**config.mk**
```make
export PLATFORM = sky130hd
export DESIGN_NAME = aes_enc_rr_arbiter
export DESIGN_NICKNAME = d
export VERILOG_FILES = /design/src/rtl/aes_enc_rr_arbiter.sv
export SDC_FILE = /design/constraint.sdc
export NUM_CORES = 1
export LEC_CHECK = 0
export BUFFER_PORTS_ARGS = -buffer_cell sky130_fd_sc_hd__buf_2
export CAP_MARGIN = 20
export CORE_AREA = 2 2 361 363
export CTS_CLUSTER_DIAMETER = 200
export DETAILED_ROUTE_END_ITERATION = 6
export DIE_AREA = 0 0 363 365
export PLACE_DENSITY = 0.4
export SLEW_MARGIN = 5
export SYNTH_ARGS = -nofsm -noshare
export SYNTH_HDL_FRONTEND = slang
export SYNTH_SLANG_ARGS = --single-unit
```
**constraint.sdc**
```tcl
create_clock -name clk -period 4.1 [get_ports clk]
set_input_delay 0.82 -clock clk [delete_from_list [all_inputs] [get_ports clk]]
set_output_delay 0.82 -clock clk [all_outputs]
set_load 0.05 [all_outputs]
```
**src/rtl/aes_enc_rr_arbiter.sv**
```systemverilog
// aes_enc_rr_arbiter
// Shares one AES encipher round engine between NUM_REQ requesters. A round-robin
// search picks a requester, latches its plaintext, pulses core_next, follows the
// engine's ready handshake and returns the ciphertext tagged with the requester ID.
// A watchdog aborts an operation if the engine stays busy too long.
//
// Ports:
//   clk, reset_n            clock, asynchronous active-low reset
//   req_valid/req_block     per-requester request and plaintext ([r*128 +: 128])
//   req_ready               one-hot, single-cycle accept strobe
//   resp_valid/resp_id/...  response channel, held until resp_ready
//   core_next/core_block    start pulse and plaintext to the engine
//   core_ready/core_result  engine idle/done flag and output block
//   trig                    high while the engine works on our block
//   busy                    FSM not idle
//   err_timeout             sticky watchdog flag
module aes_enc_rr_arbiter #(
    parameter int unsigned NUM_REQ = 4,
    parameter int unsigned ID_W    = 2,
    parameter int unsigned TIMEOUT = 63
) (
    input  logic                   clk,
    input  logic                   reset_n,
    input  logic [NUM_REQ-1:0]     req_valid,
    input  logic [NUM_REQ*128-1:0] req_block,
    output logic [NUM_REQ-1:0]     req_ready,
    output logic                   resp_valid,
    output logic [ID_W-1:0]        resp_id,
    output logic [127:0]           resp_block,
    output logic                   resp_err,
    input  logic                   resp_ready,
    output logic                   core_next,
    output logic [127:0]           core_block,
    input  logic                   core_ready,
    input  logic [127:0]           core_result,
    output logic                   trig,
    output logic                   busy,
    output logic                   err_timeout
);

    typedef enum logic [2:0] {StIdle, StStart, StWaitLow, StWaitDone, StResp} state_e;

    // Watchdog fires on the TIMEOUT-th wait cycle (counter holds cycles already spent).
    localparam logic [5:0]    WdogLast = 6'(TIMEOUT - 1);
    localparam logic [ID_W:0] NumReqW  = (ID_W + 1)'(NUM_REQ);

    state_e          state_q, state_d;
    logic [ID_W-1:0] ptr_q, ptr_d;
    logic [ID_W-1:0] id_q, id_d;
    logic [127:0]    blk_q, blk_d;
    logic [127:0]    resp_block_q, resp_block_d;
    logic            resp_err_q, resp_err_d;
    logic [5:0]      wdog_q, wdog_d;
    logic            err_timeout_q, err_timeout_d;

    logic            gnt_found;
    logic [ID_W-1:0] gnt_id;

    // Round-robin search: first valid requester at ptr, ptr+1, ... modulo NUM_REQ.
    always_comb begin
        logic [ID_W:0] cand;
        gnt_found = 1'b0;
        gnt_id    = ptr_q;
        cand      = '0;
        for (int unsigned i = 0; i < NUM_REQ; i++) begin
            cand = {1'b0, ptr_q} + (ID_W + 1)'(i);
            if (cand >= NumReqW) begin
                cand = cand - NumReqW;
            end
            if (!gnt_found && req_valid[cand[ID_W-1:0]]) begin
                gnt_found = 1'b1;
                gnt_id    = cand[ID_W-1:0];
            end
        end
    end

    always_comb begin
        logic [ID_W:0] ptr_inc;
        state_d       = state_q;
        ptr_d         = ptr_q;
        id_d          = id_q;
        blk_d         = blk_q;
        resp_block_d  = resp_block_q;
        resp_err_d    = resp_err_q;
        wdog_d        = wdog_q;
        err_timeout_d = err_timeout_q;
        req_ready     = '0;
        ptr_inc       = {1'b0, id_q} + 1'b1;

        unique case (state_q)
            StIdle: begin
                // Gated by reset_n so req_ready stays low while reset is held.
                if (reset_n && core_ready && gnt_found) begin
                    req_ready[gnt_id] = 1'b1;
                    blk_d             = req_block[{gnt_id, 7'd0} +: 128];
                    id_d              = gnt_id;
                    state_d           = StStart;
                end
            end
            StStart: begin
                wdog_d  = '0;
                state_d = StWaitLow;
            end
            StWaitLow: begin
                wdog_d = wdog_q + 6'd1;
                if (!core_ready) begin
                    state_d = StWaitDone;
                end else if (wdog_q == WdogLast) begin
                    err_timeout_d = 1'b1;
                    resp_block_d  = '0;
                    resp_err_d    = 1'b1;
                    state_d       = StResp;
                end
            end
            StWaitDone: begin
                wdog_d = wdog_q + 6'd1;
                if (core_ready) begin
                    resp_block_d = core_result;
                    resp_err_d   = 1'b0;
                    state_d      = StResp;
                end else if (wdog_q == WdogLast) begin
                    err_timeout_d = 1'b1;
                    resp_block_d  = '0;
                    resp_err_d    = 1'b1;
                    state_d       = StResp;
                end
            end
            StResp: begin
                if (resp_ready) begin
                    ptr_d   = (ptr_inc == NumReqW) ? '0 : ptr_inc[ID_W-1:0];
                    state_d = StIdle;
                end
            end
            default: state_d = StIdle;
        endcase
    end

    always_ff @(posedge clk or negedge reset_n) begin
        if (!reset_n) begin
            state_q       <= StIdle;
            ptr_q         <= '0;
            id_q          <= '0;
            blk_q         <= '0;
            resp_block_q  <= '0;
            resp_err_q    <= 1'b0;
            wdog_q        <= '0;
            err_timeout_q <= 1'b0;
        end else begin
            state_q       <= state_d;
            ptr_q         <= ptr_d;
            id_q          <= id_d;
            blk_q         <= blk_d;
            resp_block_q  <= resp_block_d;
            resp_err_q    <= resp_err_d;
            wdog_q        <= wdog_d;
            err_timeout_q <= err_timeout_d;
        end
    end

    assign resp_valid  = (state_q == StResp);
    assign resp_id     = id_q;
    assign resp_block  = resp_block_q;
    assign resp_err    = resp_err_q;
    assign core_next   = (state_q == StStart);
    assign core_block  = blk_q;
    assign trig        = (state_q == StStart) || (state_q == StWaitLow) ||
                         (state_q == StWaitDone);
    assign busy        = (state_q != StIdle);
    assign err_timeout = err_timeout_q;

endmodule

```
==> flow_summary.toml, run 1 <==
[global_routing]
grt_overflow = 0
antenna_found_initial = 102
grt_max_degree = 119
grt_pass1_vias = 13320
grt_usage_pct = 13.03
grt_pass1_wl_um = 118300

[critical_path]
reg2reg_from = "ptr_q[1]$_DFFE_PN0P_"
slowest_stage = "dfrtp_1"
crit_path_frequent_cell = "or3_4"
critPathLaunchType = "flop"
path_cells = "or3_4 -> or3_4 -> nor2_4 -> and2_1 -> buf_2"
path_max_fanout = 8
end_kind = "output port"
worstSetupPathType = "reg -> out"
critPathMaxStageDelay_ns = 0.44
crit_path_start = "state_q[2]$_DFFE_PN0P_"
critical_path_required_ns = 3.28
rr_worst_depth = 7
worstPathArrival_ns = 2.46

[yosys]
synth_cell_types = 38
synth.top_cells.by_count = "dfrtp_1, mux2i_1, nor2_1, a22o_1, a221oi_1"
synth_area_leaders = "dfrtp_1, mux2i_1, a22o_1"
synth_edf_count = 0
ys_seq_area_share_pct = 51.71
ys.flop_type = "dfrtp_1"
yosysMostFrequentCell = "dfrtp_1"
yosysWarnings = 0
netlist.area_leader.share_pct = 51.71
syn_area_per_cell_um2 = 11.98
synthCells = 1095
ys_ff_latch = 271
yosysTopAreaCell = "dfrtp_1"
syn_area_um2 = 13110
async_reset_ff_share_pct = 100.0
synthesis.nets = 1746

[timing]
slew_viol_final = 0
worst_pin_slew_ns = 0.8625
setup_viol = 0
rsz0062_at_grt = "no"
setup_slack_ns = 0.8194
clock.fmax_mhz = 304.8
setup_tns_ns = 0
min_period_ns = 3.281
clock_skew_ns = 0.02680
relSlewSlack_pct = 42.50
period_share_pct = 80.02
hold_viol = 0

[final_layout]
final_util_pct = 16.38
final_cell_area_um2 = 21070
drive_gt1_share_pct = 50.82
areaGrowthSynthToFinish_pct = 60.66
nets = 2634
nFillCells = 14480

[placement]
place_congestion = 0.8592
dp_hpwl_um = 75440
io_buffers = 915
placed_area_um2 = 19650
dp_slack_ns = 0.7046

[run]
drv_cap = 0

[clock_network]
cts_tree = "yes"
htree_levels = 2
path_clk_slew_ns = 0.05
cts_resized = 0
numClockSinks = 271
cts_setup_buffers = 0
clk_latency_ns = 0.60
clock_path_buffers = 3
hold_buffers = 0
numCtsBuffers = 40
cts_root_buf = "clkbuf_16"

[die]
start_util_pct = 10.19
core_um2 = 128700
die_x_um = 363
dieArea_um2 = 132500
rows = 132
pin_count = 916
dieHeight_um = 365

[worst_hold_path]
min_path_type = "in -> async"

[routing]
wirelength_um = 91670
vias = 13670
viasPerCell = 3.696
drc = 0
first_iter_violations = 842
ant_nets = 0
dr.pass1.iters = 5
wire_per_inst_um = 24.79

[run_status]
outcome = "finished clean"

[power]
powerDensity_nw_per_um2 = 877.0
power.leakage_nw = 10.71
ir_worst_vdd_mv = 0.3050
-- kinds of logic after synthesis --
family / after synthesis / synth area share, %
simple gates: 172 / 5.524
mux: 259 / 19.80
buf+inv: 107 / 4.265
xor+xnor: 1 / 0.06680
fa+ha+maj: 3 / 0.2863
flops: 271 / 51.71
compound gates: 282 / 18.35
-- area by class of cell --
type	instances	area [µm²]	share of cell area, %
Clock buffer	53	1131	5.368
Tap cell	1675	2096	9.947
Multi-Input combinational cell	717	5802	27.54
Inverter	4	15.01	0.07126
Antenna cell	18	45.04	0.2138
Timing Repair Buffer	949	4957	23.53
Clock inverter	11	241.5	1.146
Sequential cell	271	6782	32.19
-- report_power, final --
part | leakage, nW | switching, W | internal, W
Sequential | 3.23 | 0.000800 | 0.00394
Clock | 0.670 | 0.00142 | 0.00230
Combinational | 6.81 | 0.00733 | 0.00269
-- registers in the layout, summed over array words and instances (netlist names) --
| register | flops |
|---|---|
| resp_err | 1 |
| resp_id | 2 |
| state_q | 3 |
| resp_block | 128 |
| core_block | 128 |
| ptr_q | 2 |
| err_timeout | 1 |
| wdog_q | 6 |
-- stage by stage --
step	hold WS [ns]	total power, W	cells
3_3_place_gp	0.4374	0.01495	3616
5_1_grt	0.2972	0.01938	3687
6_report	0.2994	0.01848	3698
4_1_cts	0.2823	0.01884	3680
3_5_place_dp	0.4452	0.01496	3616
2_1_floorplan	0.4383	0.01165	1095
-- final timing paths --
path | endpoint | slack, ns
worst min-delay path | core_block[114]$_DFFE_PN0P_ | 0.30
worst max register to register | core_block[116]$_DFFE_PN0P_ | 1.25
min in group clk | resp_block[75]$_DFFE_PN0P_ | 0.44
max in group asynchronous | resp_block[22]$_DFFE_PN0P_ | 2.28
worst min register to register | err_timeout$_DFFE_PN0P_ | 0.45
worst max-delay path | req_ready[0] | 0.82
-- critical path, delay by kind of cell (launching register included) --
family | cells | cell delay, ns
DFF | 1 | 0.44
buffers and inverters | 1 | 0.27
and+or+nand+nor | 4 | 1.17
-- routing by layer --
metal	track usage (%)	vias up	wire length, µm
met1	15.01	6633	35060
met5	0	-	454
met2	22.15	723	44060
met4	2.856	68	2332
li1	-	6043	-
met3	5.776	200	9764
-- cells in the final DEF (no fill, tap or decap), types with 4 or more instances in the layout --
cell,count
nand3_1,4
mux2i_1,256
buf_4,25
buf_2,914
nor2b_1,6
diode_2,18
a221oi_1,128
o21ai_0,11
a22o_1,129
nand2_1,9
clkbuf_1,6
clkbuf_8,6
bufinv_16,6
dfrtp_1,271
inv_1,4
clkbuf_16,41
buf_12,9
nor2_1,136
Note: power is estimated with default switching activity, not from simulation.
==> inputs of run 2 (changes only) <==
--- a/config.mk
+++ b/config.mk
@@ -5,13 +5,14 @@
 export SDC_FILE = /design/constraint.sdc
 export NUM_CORES = 1
 export LEC_CHECK = 0
+export ABC_AREA = 1
 export BUFFER_PORTS_ARGS = -buffer_cell sky130_fd_sc_hd__buf_2
 export CAP_MARGIN = 20
 export CORE_AREA = 2 2 361 363
 export CTS_CLUSTER_DIAMETER = 200
 export DETAILED_ROUTE_END_ITERATION = 6
 export DIE_AREA = 0 0 363 365
-export PLACE_DENSITY = 0.4
+export PLACE_DENSITY = 0.43
 export SLEW_MARGIN = 5
 export SYNTH_ARGS = -nofsm -noshare
 export SYNTH_HDL_FRONTEND = slang
==> constraint.sdc (replaced) <==
create_clock -name clk -period 2.9 [get_ports clk]
set_input_delay 0.58 -clock clk [delete_from_list [all_inputs] [get_ports clk]]
set_output_delay 0.58 -clock clk [all_outputs]
set_load 0.05 [all_outputs]
==> run 2 against run 1 <==
Against the previous run:
- the run now ends with negative setup slack left
- die area is the same
- final area grew 15%
- first-iteration DRC count grew 21%
- non-clock buffer count grew 56
- utilization grew 2.5 points
- largest cell class is now multi-input combinational cells
- largest power group unchanged
- highest routed layer unchanged
==> flow_summary.toml, run 2 <==
[timing]
worst_pin_slew_ns = 0.6840
clock_skew_ns = 0.01388
rsz0062_at_grt = "yes"
setup_viol = 4
period_share_pct = 107.0
min_period_ns = 3.102
slew_viol_final = 0
relSlewSlack_pct = 54.40
clock.fmax_mhz = 322.3
hold_viol = 0
setup_slack_ns = -0.2023

[die]
dieHeight_um = 365
start_util_pct = 12.49
dieArea_um2 = 132500
pin_count = 916
die_x_um = 363
core_um2 = 128700
rows = 132

[clock_network]
numCtsBuffers = 38
numClockSinks = 271
htree_levels = 2
cts_root_buf = "clkbuf_16"
clock_path_buffers = 3
path_clk_slew_ns = 0.06
clk_latency_ns = 0.59
cts_tree = "yes"

[yosys]
syn_area_um2 = 16060
synth_edf_count = 0
synth_cell_types = 28
syn_area_per_cell_um2 = 7.012
yosysMostFrequentCell = "nand2_1"
ys_seq_area_share_pct = 42.22
synthesis.nets = 2942
ys.flop_type = "dfrtp_1"
yosysTopAreaCell = "dfrtp_1"
synthCells = 2291
synth.top_cells.by_count = "nand2_1, nand3_1, dfrtp_1, a22o_1, buf_2"
synth_area_leaders = "dfrtp_1, nand2_1, nand3_1"
netlist.area_leader.share_pct = 42.22
ys_ff_latch = 271
yosysWarnings = 0
async_reset_ff_share_pct = 100.0

[final_layout]
nFillCells = 14780
areaGrowthSynthToFinish_pct = 51.15
final_common_cell = "nand2_1"
final_cell_area_um2 = 24280
nets = 3789
fin_cells = 4847
final_cell_mix = "nand2_1, buf_2, nand3_1"
drive_gt1_share_pct = 34.62

[critical_path]
worstSetupPathType = "reg -> out"
critPathLaunchType = "flop"
critical_path_required_ns = 2.32
rr_worst_depth = 15
worstPathArrival_ns = 2.52
end_kind = "output port"
path_max_fanout = 9

[global_routing]
grt_max_degree = 99
antenna_found_initial = 46
grt_pass1_wl_um = 129700
grt_overflow = 0
grt_usage_pct = 13.21
grt_pass1_vias = 18770

[power]
clockPowerShare_pct = 13.3
ir_worst_vdd_mv = 1.036
power_frac_comb_pct = 69.3
pwr-share-seq_pct = 17.4
netSwitchingPower_w = 0.02123
powerDensity_nw_per_um2 = 1502
p_int_w = 0.01525
swShare_pct = 58.21
power.leakage_nw = 13.80

[run_status]
outcome = "complete, but fails checks"
violations = "negative setup slack"

[routing]
wire_per_inst_um = 19.21
wirelength_um = 93110
first_iter_violations = 1020
vias = 19310
viasPerCell = 3.983
dr.pass1.iters = 6
drc = 0
ant_nets = 0

[placement]
io_buffers = 915
dp_hpwl_um = 72510
place_congestion = 0.8406
placed_area_um2 = 22790
place_inst = 4758

[run]
drv_cap = 0

[worst_hold_path]
min_path_type = "in -> async"
run 2: metal layers:
layer	wire length (µm)	global-route usage (%)
met5	297	0
met3	6555	3.542
met4	3610	4.914
met1	35850	14.97
met2	46790	23.61
run 2: cell type report:
type                       instances  area, µm²  share of cell area (%)
multi-input combinational       1801       8329                   34.30
sequential                       271       6784                   27.94
timing repair buffer            1005       5700                   23.48
tap                             1675       2096                   8.631
clock buffer                      55       1105                   4.550
clock inverter                    10      152.6                  0.6287
inverter                          21      91.34                  0.3762
antenna                            9      22.52                 0.09275
run 2: worst paths after layout:
check,slack (ns),end,from
max reg2reg,0.30,core_block[70]$_DFFE_PN0P_,ptr_q[0]$_DFFE_PN0P_
min reg2reg,0.47,core_block[115]$_DFFE_PN0P_,core_block[115]$_DFFE_PN0P_
max,-0.20,req_ready[0],ptr_q[0]$_DFFE_PN0P_
min in group clk,0.21,resp_block[52]$_DFFE_PN0P_,core_result[52]
min,0.14,resp_block[29]$_DFFE_PN0P_,reset_n
max in group asynchronous,1.49,core_block[47]$_DFFE_PN0P_,reset_n
run 2: cell families after synthesis:
kind of cell / count (synthesis) / synth area share (%)
and+or+nand+nor: 1648 / 43.06
DFF: 271 / 42.22
buffers and inverters: 219 / 6.776
AOI/OAI and AO/OA: 150 / 7.711
adders and majority gates: 3 / 0.2337
run 2: through the flow:
step	hold slack [ns]	setup WS [ns]	util [%]	TNS, ns	total power (W)
after floorplan	0.2844	-0.01206	-	-0.02412	0.02332
after global placement	0.4581	0.02217	17.72	0	0.03193
after detailed placement	0.4599	0.05792	17.72	0	0.03183
after CTS	0.1343	-0.2956	18.82	-0.9995	0.03715
after global routing	0.1656	-0.4126	18.87	-1.466	0.03940
final	0.1445	-0.2023	18.87	-0.6280	0.03648
run 2: worst max-delay path, stage by stage (launching register included):
cell and delay (ns):
dfrtp_2 0.44, buf_6 0.15, nand2_1 0.09, nand3_1 0.12, nand2_4 0.13, nand4_4 0.22, nand2_8 0.11, nand2_2 0.06
buf_4 0.15, nor3_4 0.20, buf_6 0.13, buf_12 0.13
run 2: power by group through the flow:
stage / registers (W) / clock network, W / logic, W
2_1_floorplan: 0.0117 / 0 / 0.0116
3_3_place_gp: 0.00642 / 0 / 0.0255
3_5_place_dp: 0.00639 / 0 / 0.0254
4_1_cts: 0.00636 / 0.00509 / 0.0257
5_1_grt: 0.00658 / 0.00520 / 0.0276
6_report: 0.00636 / 0.00484 / 0.0253
run 2: repair_timing:
item                                    in CTS  in global routing
endpoints found under the setup margin       4                  4
buffers inserted                            11                  3
resized for setup                           23                  6
pin swaps                                    6                  6
hold endpoints to repair                     3                  0
hold buffers                                 1                  0
